==> src/rtl/apb_master_arbiter.sv <==
// Two-requester round-robin APB master with a pready timeout.
// state  | meaning
// IDLE   | bus free, arbitrating req_valid
// SETUP  | psel=1, penable=0, address phase
// ACCESS | psel=1, penable=1, waiting for pready or timeout
module apb_master_arbiter #(
  parameter int ADDR_W         = 16,
  parameter int DATA_W         = 16,
  parameter int TIMEOUT_CYCLES = 16,
  parameter int CNT_W          = 8
) (
  input  logic                  pclk,
  input  logic                  preset,
  input  logic [1:0]            req_valid,
  input  logic [1:0]            req_write,
  input  logic [2*ADDR_W-1:0]   req_addr,
  input  logic [2*DATA_W-1:0]   req_wdata,
  output logic [1:0]            req_ready,
  output logic [1:0]            rsp_valid,
  output logic [DATA_W-1:0]     rsp_rdata,
  output logic                  rsp_err,
  output logic                  psel,
  output logic                  penable,
  output logic                  pwrite,
  output logic [ADDR_W-1:0]     paddr,
  output logic [DATA_W-1:0]     pwdata,
  input  logic [DATA_W-1:0]     prdata,
  input  logic                  pready,
  input  logic                  pslverr
);

  typedef enum logic [1:0] {IDLE, SETUP, ACCESS} state_e;

  localparam bit TMO_EN = (TIMEOUT_CYCLES != 0);
  localparam logic [CNT_W-1:0] CNT_LAST =
    CNT_W'((TIMEOUT_CYCLES > 0) ? TIMEOUT_CYCLES - 1 : 0);

  state_e             state_q;
  logic               last_grant_q;
  logic               owner_q;
  logic [CNT_W-1:0]   cnt_q;

  logic               win_d;
  logic               wr_d;
  logic [ADDR_W-1:0]  addr_d;
  logic [DATA_W-1:0]  wdata_d;
  logic               tmo_d;

  // On a tie the requester that did not win last time is chosen.
  always_comb begin
    win_d   = (req_valid == 2'b11) ? ~last_grant_q : req_valid[1];
    wr_d    = win_d ? req_write[1] : req_write[0];
    addr_d  = win_d ? req_addr[2*ADDR_W-1:ADDR_W] : req_addr[ADDR_W-1:0];
    wdata_d = '0;
    if (wr_d) wdata_d = win_d ? req_wdata[2*DATA_W-1:DATA_W] : req_wdata[DATA_W-1:0];
    tmo_d   = TMO_EN && (cnt_q == CNT_LAST);
  end

  always_ff @(posedge pclk) begin
    if (!preset) begin
      state_q      <= IDLE;
      last_grant_q <= 1'b1;
      owner_q      <= 1'b0;
      cnt_q        <= '0;
      req_ready    <= '0;
      rsp_valid    <= '0;
      rsp_rdata    <= '0;
      rsp_err      <= 1'b0;
      psel         <= 1'b0;
      penable      <= 1'b0;
      pwrite       <= 1'b0;
      paddr        <= '0;
      pwdata       <= '0;
    end else begin
      req_ready <= '0;
      rsp_valid <= '0;
      rsp_rdata <= '0;
      rsp_err   <= 1'b0;
      case (state_q)
        IDLE: begin
          if (|req_valid) begin
            owner_q   <= win_d;
            paddr     <= addr_d;
            pwrite    <= wr_d;
            pwdata    <= wdata_d;
            psel      <= 1'b1;
            penable   <= 1'b0;
            req_ready <= win_d ? 2'b10 : 2'b01;
            state_q   <= SETUP;
          end
        end
        SETUP: begin
          penable <= 1'b1;
          cnt_q   <= '0;
          state_q <= ACCESS;
        end
        ACCESS: begin
          // A timed-out transfer completes like a normal one but reports an error.
          if (pready || tmo_d) begin
            rsp_valid    <= owner_q ? 2'b10 : 2'b01;
            rsp_err      <= pready ? pslverr : 1'b1;
            rsp_rdata    <= (pready && !pwrite) ? prdata : '0;
            psel         <= 1'b0;
            penable      <= 1'b0;
            last_grant_q <= owner_q;
            state_q      <= IDLE;
          end else begin
            cnt_q <= cnt_q + CNT_W'(1);
          end
        end
        default: state_q <= IDLE;
      endcase
    end
  end

endmodule
==> config.mk <==
export PLATFORM = sky130hd
export DESIGN_NAME = apb_master_arbiter
export DESIGN_NICKNAME = d
export VERILOG_FILES = /design/src/rtl/apb_master_arbiter.sv
export SDC_FILE = /design/constraint.sdc
export NUM_CORES = 1
export LEC_CHECK = 0
export CORE_MARGIN = 2
export CORE_UTILIZATION = 36
export DETAILED_ROUTE_END_ITERATION = 16
export PLACE_DENSITY = 0.74
export SYNTH_ARGS = -nofsm -noshare
export SYNTH_HDL_FRONTEND = slang
export SYNTH_SLANG_ARGS = --single-unit
==> constraint.sdc <==
create_clock -name pclk -period 1.3 [get_ports pclk]
set_input_delay 0.195 -clock pclk [delete_from_list [all_inputs] [get_ports pclk]]
set_output_delay 0.195 -clock pclk [all_outputs]
set_load 0.1 [all_outputs]
# [After elaboration in Yosys (flattened, before gate mapping)]
# Cells that the tools add are included.
[op_classes] eq_ne=7 reduce_logical=17 bitwise_logic=1 mux=18 addsub=1
[ops] cell="16-bit two-way mux" n=3
[ops] cell="8-bit one-hot mux with 2 select lines" n=1
[ops] cell="3-bit AND reduction" n=4
[ops] cell="8-bit by 1-bit adder with 8-bit output (second input constant)" n=1
[ops] cell="8-bit by 4-bit equality test with 1-bit output (second input constant)" n=1
[ops] cell="2-bit two-way mux" n=4
[ops] cell="8-bit two-way mux" n=1
[ops] cell="2-bit AND reduction" n=4
[ops] cell="1-bit two-way mux" n=6
[ops] cell="2-bit inequality test (second input constant)" n=3
[ops] cell="2-bit one-hot mux with 3 select lines" n=1
[ops] cell="2-bit equality test (second input constant)" n=2
[ops] cell="4-bit AND reduction" n=1
[ops] cell="2-bit nonzero test" n=2
[ops] cell="1-bit one-hot mux with 3 select lines" n=1
[ops] cell="3-bit nonzero test" n=1
[ops] cell="2-bit by 1-bit equality test with 1-bit output (second input constant)" n=1
[ops] cell="2-bit zero test" n=1
[ops] cell="1-bit one-hot mux with 2 select lines" n=1
[ops] cell="2-bit OR reduction" n=1
[ops] cell="1-bit logical AND" n=1
[ops] cell="1-bit zero test" n=1
[ops] cell="1-bit logical OR" n=1
[ops] cell="1-bit NOT" n=1
[word_totals] out_inout_bits=56 word_cells=57 regBits=68

# [Longest topological paths before layout]
[depth] ltp_word=4 depth_mapped=7 depth_no_buf=5

# [Worst setup path before layout]
# No wires, ideal clock.
[synth_timing] path_kind="register -> register" startpoint="reg pwrite" endpoint="reg rsp_rdata[0]" slack_ps=-283 t_arrival_ps=1468 path_stages_with_launch=4 cell_sequence="dfxtp_1 > nor4_4 > clkbuf_1 > and2_1"
[synth_via] elab_chain_cells=3
[synth_lines] item="from (decl)" line_no="24" text="output logic pwrite,"
[synth_lines] item="from (signal assigned)" line_no="84" text="pwrite <= wr_d;"
[synth_lines] item="1-bit zero test" line_no="102" text="rsp_rdata <= (pready && !pwrite) ? prdata : '0;"
[synth_lines] item="1-bit logical AND" line_no="102"
[synth_lines] item="4-bit AND reduction (no source line)"
[synth_lines] item="to (signal assigned)" line_no="102"
[synth_lines] item="to (decl)" line_no="20" text="output logic [DATA_W-1:0] rsp_rdata,"
# Every way passes these cells.
# A chain may end at the register's enable or synchronous reset.

# [Final worst setup path]
[layout_timing] startpoint="reg cnt_q[1]" endpoint="reg cnt_q[0]"
[layout_via] elab_chain_cells=4
[layout_lines] item="from (decl)" line_no="41" text="logic [CNT_W-1:0] cnt_q;"
[layout_lines] item="from (signal assigned)" line_no="108" text="cnt_q <= cnt_q + CNT_W'(1);"
[layout_lines] item="8-bit by 4-bit equality test with 1-bit output" line_no="56" text="tmo_d = TMO_EN && (cnt_q == CNT_LAST);"
[layout_lines] item="1-bit logical OR" line_no="99" text="if (pready || tmo_d) begin"
[layout_lines] item="2-bit inequality test (no source line)"
[layout_lines] item="2-bit AND reduction (no source line)"
# Every way passes these cells.

==> key figures <==
Worst setup path
  – Worst setup endpoint: cnt_q[0]$_SDFFE_PN0P_
  – Critical-path top delay cell: dfxtp_2
  – Arrival @ worst endpoint: 1.71 ns
  – CP bufs+invs: 0
  – R2R Path End: cnt_q[0]$_SDFFE_PN0P_
  – Top delay family on crit path: simple AND/OR/NAND/NOR gates
  – Cell count along the critical path: 5
  – Crit path launch: cnt_q[1]$_SDFFE_PN0P_
  – Worst EP required: 1.57 ns
  – WS Path Type: reg -> reg
  – R2R Setup Slk: -0.14 ns
  – Max Fanout on Critical Path: 6
  – Worst path cell trace: ha_4 -> and4b_4 -> a21o_1 -> or3_1 -> a31oi_1
  – Worst Setup End Kind: register
  – R2R depth: 5
  – R2r startpoint: cnt_q[1]$_SDFFE_PN0P_
  – Worst path max stage delay: 0.34 ns
  – Worst setup SP type: register

Drt
  – WL final: 10200 µm
  – DR WL/cell: 17.7 µm
  – Vias: 2975
  – Via density: 5.17
  – Post-route DRC: 0
  – Drt first pass iters: 4
  – Number of routed nets with antenna violations: 0
  – DR iter-0 viols: 150

Placed design
  – Gpl congestion: 0.808
  – Placement-stage cell area: 5120 µm²
  – PortBufs: 143
  – DP HPWL: 6360 µm
  – Cells after DPL: 546

GRT
  – Vias in the first global route: 2916
  – Initial antenna violation count: 0
  – First-pass GRT wire length: 14400 µm
  – Global-route usage over all layers: 0.218
  – Gr ovfl total: 0
  – Largest net degree at the start of global routing: 19

Die
  – Die Width: 92.1 µm
  – Row cnt: 32
  – Die area: 8490 µm²
  – Core footprint: 7610 µm²
  – I/O pin count: 144
  – Die Y-Extent: 92.1 µm
  – Initial Util: 0.368

Synthesis
  – Top cells by area, synth: dfxtp_1 (49%), mux2i_1 (12%), a211oi_1 (4.6%), and2_1 (4.3%), nand2_1 (3.8%)
  – Post-synth ARST share: 0
  – Top-area cell type share of the netlist area: 0.487
  – Number of synthesized flops with an enable pin: 0
  – Register area share after synthesis: 0.487
  – Ys flop type: dfxtp_1
  – Synthesized area: 2800 µm²
  – Synth warnings: 0
  – Syn avg cell area: 9.64 µm²
  – Unique masters post-synth: 49
  – Yosys top cell by area: dfxtp_1
  – Syn_nets: 379
  – Post-Syn Instances: 290
  – Post-synthesis register bit count: 68

Clock network
  – Clk slew on worst S/H paths: 0.08 ns
  – Max Root-Sink Buffers: 2
  – CTS buffer count: 9
  – Root Driver: clkbuf_8
  – Clock latency on the worst-skew pair: 0.35 ns
  – Clock sinks: 68
  – H-tree level count: 3
  – CTS tree: done

Timing
  – Count of final setup violators: 23
  – Skew final: 0.0125 ns
  – Final worst slack: -0.137 ns
  – Max_slew headroom: 0.782
  – Max Freq: 0.696 GHz
  – Final Hold Fails: 0
  – Worst Max-Slew Pin Slew: 0.325 ns
  – Number of max-slew violations in the final report: 0
  – RSZ-0062 raised after global routing: true
  – Clock period minus worst slack: 1.44 ns
  – Setup_tns: -1.07 ns
  – Tcrit/Tclk final: 1.11

Cells and area
  – Nets: 557
  – Layout Cells excl Fill: 575
  – Final Cell Area: 5730 µm²
  – Area Growth Syn to Fin: 105%
  – Share of layout cells above drive strength 1: 0.378
  – Ant. Diodes: 0
  – Final core utilization: 0.753

Job
  – Max-Cap Viols: 0

Power and ir drop
  – P per Cell Area: 1160 nW/µm²
  – VDD IR-drop max: 0.000721 V
  – Leak: 0.00224 µW

Min path
  – Hold WC Path Type: in -> reg

Run status
  – Outcome: finished with violations
  – Failing checks: setup timing
[report_power, final]
| group | internal (µW) | switching, µW |
|---|---|---|
| Sequential | 2230 | 149 |
| Combinational | 1010 | 1340 |
| Clock | 1080 | 852 |
| Total | 4320 | 2340 |
[area by class of cell]
cell class / instances / area (µm²)
fill: 461 / 1880
inverter: 4 / 15.0
tap: 102 / 128
timing repair buffer: 184 / 2470
clock inverter: 6 / 88.8
multi-input combinational: 201 / 1510
clock buffer: 10 / 128
sequential: 68 / 1390
[Yosys cell counts (3+ instances only)]
master	count
dfxtp_1	68
mux2i_1	33
nand2_1	28
nor2_1	20
and2_1	19
a211oi_1	17
o21ai_0	14
a21oi_1	10
o21ai_1	9
buf_4	6
nand3_1	6
nor3_1	6
clkbuf_1	5
buf_2	4
a31oi_1	3
and4b_1	3
inv_1	3
[cell families (layout without fill, tap and decap cells)]
group | Yosys count | count (layout) | synth area share
buf+inv | 22 | 204 | 0.0447
flops | 68 | 68 | 0.487
fa+ha+maj | 1 | 1 | 0.00447
compound gates | 64 | 64 | 0.143
simple gates | 100 | 101 | 0.195
mux | 35 | 35 | 0.126
[registers in the layout (all words and copies together), names as in the netlist]
register      count
cnt_q             8
last_grant_q      1
owner_q           1
paddr            16
penable           1
psel              1
pwdata           16
pwrite            1
req_ready         2
rsp_err           1
rsp_rdata        16
rsp_valid         2
state_q           2
[worst min-delay path by stage]
stage	startpoint	depth (start not counted)	slack, ns	end
floorplan	prdata[0]	1	0.32	rsp_rdata[0]$_SDFF_PN0_
detailed placement	owner_q$_SDFFE_PN0P_	2	0.46	owner_q$_SDFFE_PN0P_
finish	prdata[9]	2	0.40	rsp_rdata[9]$_SDFF_PN0_
CTS	prdata[9]	2	0.39	rsp_rdata[9]$_SDFF_PN0_
global placement	owner_q$_SDFFE_PN0P_	2	0.45	owner_q$_SDFFE_PN0P_
global route	prdata[4]	2	0.39	rsp_rdata[4]$_SDFF_PN0_
[repair_timing]
action,in CTS,in global routing
hold buffers,0,0
pin swaps,3,13
setup buffers,2,4
endpoints found under the setup margin,35,61
gates resized for setup,15,41
gates cloned,4,4
[routing by layer]
metal,part of all wire,up-vias,global-route usage
li1,-,1387,-
met1,0.37,1424,0.241
met2,0.52,143,0.374
met3,0.086,21,0.0855
met4,0.024,0,0.0896
met5,0,-,0
[placed cells by master, fill, tap and decap left out, types with 2 or more instances in the layout]
| cell type | instances |
|---|---|
| nor3_2 | 2 |
| dlygate4sd2_1 | 3 |
| mux2i_1 | 23 |
| and2_1 | 18 |
| buf_6 | 6 |
| inv_1 | 3 |
| nand3_1 | 5 |
| clkbuf_16 | 3 |
| a211oi_1 | 8 |
| buf_12 | 59 |
| o21ai_0 | 7 |
| nor2_1 | 20 |
| o21ai_1 | 16 |
| a211oi_2 | 9 |
| a21oi_2 | 4 |
| buf_4 | 26 |
| bufinv_16 | 2 |
| a21oi_1 | 7 |
| and4b_1 | 2 |
| clkinvlp_4 | 2 |
| and3_1 | 2 |
| clkbuf_8 | 9 |
| buf_16 | 2 |
| mux2i_2 | 8 |
| nand2_1 | 27 |
| mux2i_4 | 2 |
| dfxtp_2 | 22 |
| clkdlybuf4s50_1 | 84 |
| dfxtp_1 | 45 |
| nand3_4 | 2 |
| a31oi_1 | 3 |
| nor3_1 | 4 |
[worst register-to-register path: stages, from the launching register on]
cell and delay (ns):
dfxtp_2 0.34, ha_4 0.15, and4b_4 0.18, a21o_1 0.23
or3_1 0.32, a31oi_1 0.16
[per-stage QoR]
stage / setup slack [ns] / hold slack [ns] / total power, µW
after CTS: -0.130 / 0.390 / 6490
after global routing: -0.201 / 0.392 / 6870
after global placement: -0.404 / 0.451 / 4490
after detailed placement: -0.509 / 0.460 / 4520
final: -0.137 / 0.401 / 6660
after floorplan: -0.0784 / 0.317 / 3550
No activity file was read; power rests on OpenSTA's default activity.
